### src/rtl/ns3_capture_pkg.sv
// Shared constants for the capture sequencer: state codes and the default
// sample RAM address width.
package ns3_capture_pkg;

  localparam int ADDR_W_DEFAULT = 13;

  localparam logic [2:0] ST_IDLE = 3'd0;
  localparam logic [2:0] ST_PRE  = 3'd1;
  localparam logic [2:0] ST_WAIT = 3'd2;
  localparam logic [2:0] ST_POST = 3'd3;
  localparam logic [2:0] ST_DONE = 3'd4;

  typedef enum logic [2:0] {
    S_IDLE = ST_IDLE,
    S_PRE  = ST_PRE,
    S_WAIT = ST_WAIT,
    S_POST = ST_POST,
    S_DONE = ST_DONE
  } state_e;

endpackage

### src/rtl/capture_addr_counter.sv
// Wrapping write-address counter for the sample RAM; clear wins over increment.
module capture_addr_counter #(
  parameter int W = 13
) (
  input  logic         clk_i,
  input  logic         rst_i,
  input  logic         clr_i,
  input  logic         inc_i,
  output logic [W-1:0] count_o
);

  logic [W-1:0] count_q;

  // NOTE: sequential state uses non-blocking assignments so every flop samples pre-edge values.
  always_ff @(posedge clk_i) begin
    if (rst_i || clr_i) begin
      count_q <= '0;
    end else if (inc_i) begin
      count_q <= count_q + W'(1);
    end
  end

  assign count_o = count_q;

endmodule

### src/rtl/capture_sequencer.sv
// Acquisition sequencer: runs the decimator, writes decimated samples into the
// wrapping sample RAM, and tracks pre-trigger fill, trigger and post-trigger count.
module capture_sequencer
  import ns3_capture_pkg::*;
#(
  parameter int ADDR_W = ADDR_W_DEFAULT
) (
  input  logic              CLK,
  input  logic              RST,
  input  logic              Start,
  input  logic              Stop,
  input  logic [ADDR_W-1:0] Pretrig_Len,
  input  logic [ADDR_W-1:0] Posttrig_Len,
  input  logic              Trig_Event,
  input  logic              Force_Trig,
  input  logic              Sample_EN,
  output logic              Start_WR,
  output logic              WR_EN,
  output logic [ADDR_W-1:0] WR_Addr,
  output logic [ADDR_W-1:0] Trig_Addr,
  output logic              Busy,
  output logic              Done,
  output logic [2:0]        State
);

  state_e            state_q, state_d;
  logic [ADDR_W-1:0] pre_len_q, pre_len_d;
  logic [ADDR_W-1:0] post_len_q, post_len_d;
  logic [ADDR_W-1:0] pre_cnt_q, pre_cnt_d;
  logic [ADDR_W-1:0] post_cnt_q, post_cnt_d;
  logic [ADDR_W-1:0] trig_addr_q, trig_addr_d;
  logic              start_wr_q, start_wr_d;
  logic              busy;
  logic              wr_fire;
  logic              addr_clr;
  logic [ADDR_W-1:0] wr_addr;
  logic [ADDR_W-1:0] post_cnt_inc;

  assign busy = (state_q == S_PRE) || (state_q == S_WAIT) || (state_q == S_POST);
  // A write never lands in a reset or abort cycle, so the address pointer stays consistent.
  assign wr_fire      = Sample_EN && busy && !Stop && !RST;
  assign post_cnt_inc = post_cnt_q + ADDR_W'(1);

  // NOTE: every always_comb output gets a default first; a missing branch would otherwise infer a latch.
  always_comb begin
    state_d     = state_q;
    pre_len_d   = pre_len_q;
    post_len_d  = post_len_q;
    pre_cnt_d   = pre_cnt_q;
    post_cnt_d  = post_cnt_q;
    trig_addr_d = trig_addr_q;
    addr_clr    = 1'b0;

    if (Stop) begin
      state_d = S_IDLE;
    end else begin
      unique case (state_q)
        S_IDLE, S_DONE: begin
          if (Start) begin
            state_d    = S_PRE;
            addr_clr   = 1'b1;
            pre_cnt_d  = '0;
            post_cnt_d = '0;
            pre_len_d  = Pretrig_Len;
            post_len_d = Posttrig_Len;
          end
        end
        S_PRE: begin
          if (pre_cnt_q == pre_len_q) begin
            state_d = S_WAIT;
          end else if (wr_fire) begin
            pre_cnt_d = pre_cnt_q + ADDR_W'(1);
          end
        end
        S_WAIT: begin
          if (Trig_Event || Force_Trig) begin
            trig_addr_d = wr_addr;
            post_cnt_d  = wr_fire ? ADDR_W'(1) : '0;
            if ((post_len_q == '0) || (wr_fire && (post_len_q <= ADDR_W'(1)))) begin
              state_d = S_DONE;
            end else begin
              state_d = S_POST;
            end
          end
        end
        S_POST: begin
          if (wr_fire) begin
            post_cnt_d = post_cnt_inc;
            if (post_cnt_inc == post_len_q) begin
              state_d = S_DONE;
            end
          end
        end
        default: state_d = S_IDLE;
      endcase
    end

    start_wr_d = (state_d == S_PRE) || (state_d == S_WAIT) || (state_d == S_POST);
  end

  always_ff @(posedge CLK) begin
    if (RST) begin
      state_q     <= S_IDLE;
      pre_len_q   <= '0;
      post_len_q  <= '0;
      pre_cnt_q   <= '0;
      post_cnt_q  <= '0;
      trig_addr_q <= '0;
      start_wr_q  <= 1'b0;
    end else begin
      state_q     <= state_d;
      pre_len_q   <= pre_len_d;
      post_len_q  <= post_len_d;
      pre_cnt_q   <= pre_cnt_d;
      post_cnt_q  <= post_cnt_d;
      trig_addr_q <= trig_addr_d;
      start_wr_q  <= start_wr_d;
    end
  end

  capture_addr_counter #(
    .W(ADDR_W)
  ) u_addr (
    .clk_i  (CLK),
    .rst_i  (RST),
    .clr_i  (addr_clr),
    .inc_i  (wr_fire),
    .count_o(wr_addr)
  );

  assign Start_WR  = start_wr_q;
  assign WR_EN     = wr_fire;
  assign WR_Addr   = wr_addr;
  assign Trig_Addr = trig_addr_q;
  assign Busy      = busy;
  assign Done      = (state_q == S_DONE);
  assign State     = state_q;

endmodule

### config.mk
export PLATFORM = sky130hd
export DESIGN_NAME = capture_sequencer
export DESIGN_NICKNAME = d
export VERILOG_FILES = /design/src/rtl/ns3_capture_pkg.sv /design/src/rtl/capture_addr_counter.sv /design/src/rtl/capture_sequencer.sv
export SDC_FILE = /design/constraint.sdc
export NUM_CORES = 1
export LEC_CHECK = 0
export ABC_AREA = 1
export BUFFER_PORTS_ARGS = -buffer_cell sky130_fd_sc_hd__buf_2
export CORE_ASPECT_RATIO = 0.9
export CORE_MARGIN = 2
export CORE_UTILIZATION = 35
export DETAILED_ROUTE_END_ITERATION = 8
export PLACE_DENSITY = 0.57
export SLEW_MARGIN = 40
export SYNTH_ARGS = -nofsm -noshare
export SYNTH_HDL_FRONTEND = slang
export SYNTH_HIERARCHICAL = 1
export SYNTH_SLANG_ARGS = --single-unit
### constraint.sdc
create_clock -name CLK -period 1.7 [get_ports CLK]
set_clock_uncertainty 0.1 [all_clocks]
set_input_delay 0.17 -clock CLK [delete_from_list [all_inputs] [get_ports CLK]]
set_output_delay 0.17 -clock CLK [all_outputs]
set_load 0.02 [all_outputs]
==> results by group <==
Placement
  • Final Wtd Congestion: 0.960
  • # placed instances: 905
  • Placement Cell Area: 0.00536 sq mm
  • Pre-CTS setup slack: -0.208 ns
  • Detailed-placement wirelength estimate: 9020 um
  • Count of input and output buffers: 65

Drt
  • First-pass iteration count of the detailed router: 5
  • DRT antenna net count: 0
  • DRC marker count from the first detailed-route iteration: 234
  • Final wirelength: about 13,000 um
  • Total via count after detailed routing: 4,573
  • DRC Markers: 0
  • Ratio of routed vias to standard cells: 4.80
  • Post-DR wirelength/cell: 13.4 um

Final layout
  • Fill count: 1,150
  • Fraction of layout cells with a size suffix above 1: 0.359
  • Final net count: 825
  • Area occupied by multi-input gates: ~0.0026 sq mm
  • Most frequent standard cell in the layout excluding fill and tap cells: sky130_fd_sc_hd__nand2_1
  • Count of placed standard cells in the final layout, fillers left out: between 900 and 1,000
  • Antenna cells: 0
  • Layout Area Growth over Synthesis: 46.3%
  • Final instance area: approximately 0.0063 sq mm
  • Top library cells by usage in the layout, fill and taps aside: sky130_fd_sc_hd__nand2_1, sky130_fd_sc_hd__nor2_1, sky130_fd_sc_hd__buf_4
  • Sequential standard cell area: 0.00168 sq mm

Job
  • Number of max-cap violations: 0

Logic synthesis
  • Syn Std Cell Area: 0.00430 sq mm
  • Top area cells in the synthesized netlist: sky130_fd_sc_hd__dfxtp_1, sky130_fd_sc_hd__nand2_1, sky130_fd_sc_hd__nor2_1
  • Register bit count reported by yosys: 82
  • Post-Syn Area per Cell: 6.92 sq um
  • Fraction of synthesized cell area taken by the top area cell type: 0.381
  • Gate count after technology mapping: 622
  • Post-Syn Nets: approximately 660
  • Netlist cell types: 39
  • Proportion of synthesized chip area in sequential cells: 0.381
  • Warnings from Yosys: 6
  • Cell accounting for the most synthesized area: sky130_fd_sc_hd__dfxtp_1

GRT
  • Via count of the first global-routing pass: 4,352
  • Pin count of the biggest net entering global routing: 41
  • Remaining global-route overflow: 0
  • Global routing usage summed across all routing layers: 0.200
  • Antenna violations before repair: 0
  • Global-route wire length before repair: ~21,000 um

Outcome
  • Violated checks: hold timing, setup timing
  • Outcome: finished with violations

Die
  • Die area: 0.0132 sq mm
  • Initial Utilization: 0.358
  • Die width: 121 um
  • Std cell rows: 38
  • I/O pin total: 66
  • Die Y-Extent: 109 um
  • Core outline area: approximately 0.012 sq mm

Worst setup path
  • Kind of launch point of the worst setup path: register
  • Logic depth of the worst register-to-register path: 14
  • Critical-path cell with the highest stage delay: sky130_fd_sc_hd__dfxtp_4
  • Crit-path most repeated cell: sky130_fd_sc_hd__nand2_1
  • Data required, critical path: 1.82 ns
  • Critical path class: reg2reg
  • CP Max Fanout: 4
  • Reg-to-reg setup timing slack: -0.18 ns
  • Worst endpoint data arrival time: around 2 ns
  • Maximum cell stage delay along the critical path: 0.38 ns
  • Launch point of the critical path: post_cnt_q[1]
  • Critical path, cell by cell: ha_4 -> nand2_4 -> nor2_4 -> nand2_4 -> o21bai_4 -> nand2_1 -> nand2_1 -> nand2_1 -> nor2_2 -> nand3_2 -> nand2_2 -> nand2_1 -> nand2_1 -> a21oi_1
  • Origin of the critical flop-to-flop path: post_cnt_q[1]
  • Crit. End Element: register

Timing
  • Final count of negative-setup-slack endpoints: 16
  • Count of endpoints failing hold in the final timing report: 1
  • Slew of the pin with the lowest slew margin: 0.489 ns
  • Tightest slew margin relative to the limit: 0.671
  • Worst hold-check slack: -0.000613 ns
  • Final Max Tran Viols: 0
  • Total Neg Setup Slack: -0.913 ns
  • Post-layout minimum cycle time: 1.88 ns
  • Portion of the clock cycle consumed by the worst path in the final layout: 1.10
  • Post-layout worst setup margin: -0.176 ns
  • Highest attainable clock frequency: between 500 and 600 MHz
  • Unrepaired setup endpoints after global routing: true

Power
  • Power density over cell area: 717 mW/mm^2
  • Overall power after layout: 0.00451 W
  • Leakage Power: 2.68 nW
  • Worst VDD drop: roughly 0.52 mV

Clocking
  • Post-CTS clock slew at the launch and capture registers of the worst setup and hold paths: 0.06 ns
  • TritonCTS clock tree: yes
  • Total CTS buffers: 9
  • Clock sink count: 82
  • Clock network latency to the later pin of the worst-skew pair: ~0.35 ns
  • Clock root buffer: sky130_fd_sc_hd__clkbuf_16
  • Maximum root-to-sink buffer count: 2
  • Maximum level of the CTS H-tree: 3

Worst hold path
  • Hold path startpoint: Posttrig_Len[6]
  • WHS Path Cells: 3
  • Hold Crit Class: in2reg
[through the flow]
stage,util,hold WS [ns]
5_1_grt,0.524,0.0125
3_3_place_gp,0.445,0.293
4_1_cts,0.500,0.00750
6_report,0.524,-0.000613
2_1_floorplan,-,0.205
3_5_place_dp,0.445,0.301
[per-layer routing]
layer,share of wire,GRT usage,vias to the layer above
li1,-,-,2348
met1,0.48,0.268,2094
met2,0.46,0.317,113
met3,0.047,0.0434,18
met4,0.019,0.0739,0
met5,0,0,-
[registers in the layout (all words and copies together), names as in the netlist]
register        cells
Start_WR            1
State               3
Trig_Addr          13
post_cnt_q         13
post_len_q         13
pre_cnt_q          13
pre_len_q          13
u_addr/count_o     13
[synth_stat cells (all sizes together)]
cell type	count
clkinv	2
xnor2	13
a32oi	6
a221oi	1
ha	3
nand3b	2
o32ai	1
nand3	31
or2	1
o21ai	53
a211oi	1
nor4	3
xor2	11
buf	9
o21a	1
o211ai	1
dfxtp	82
nor3	5
a21oi	40
clkbuf	13
o21bai	1
nand4	14
nor2	133
a31oi	1
nand2	138
inv	56
[where the power goes]
part	switching, W	total, W	internal, W
Combinational	0.000306	0.000555	0.000249
Clock	0.000781	0.00195	0.00117
Sequential	0.0000401	0.00201	0.00197
Total	0.00113	0.00451	0.00339
[worst paths after layout]
| kind | endpoint |
|---|---|
| max | Start_WR |
| min | post_len_q[6] |
| max reg2reg | Start_WR |
| min reg2reg | pre_cnt_q[0] |
[critical path: cells and delay by family (launching register included)]
kind	cells	cell delay, ns
compound gates	2	0.22
flops	1	0.38
fa+ha+maj	1	0.18
simple gates	11	0.86
[logic make-up after synthesis]
family | synth area share
AO/OA/AOI/OAI | 0.135
XOR/XNOR | 0.0488
adder cells (fa/ha/maj) | 0.00872
buffers and inverters | 0.0788
flip-flops | 0.381
AND/OR/NAND/NOR | 0.347
[layout make-up]
type                            count  area share
Sequential cell                    82       0.266
Clock buffer                       11      0.0385
Timing Repair Buffer              177       0.206
Timing Repair inverter              1    0.000795
Inverter                           58      0.0374
Multi-Input combinational cell    460       0.411
Clock inverter                      4     0.00795
Tap cell                          160      0.0318
[timing repair]
item	4_1_cts	5_1_grt
gates resized for setup	42	74
endpoints found under the setup margin	55	52
endpoints found under the hold margin	15	0
setup buffers	10	9
hold buffers	15	0
cloned	0	1
pin swaps	22	42
Power figures use the tool's default switching activity.
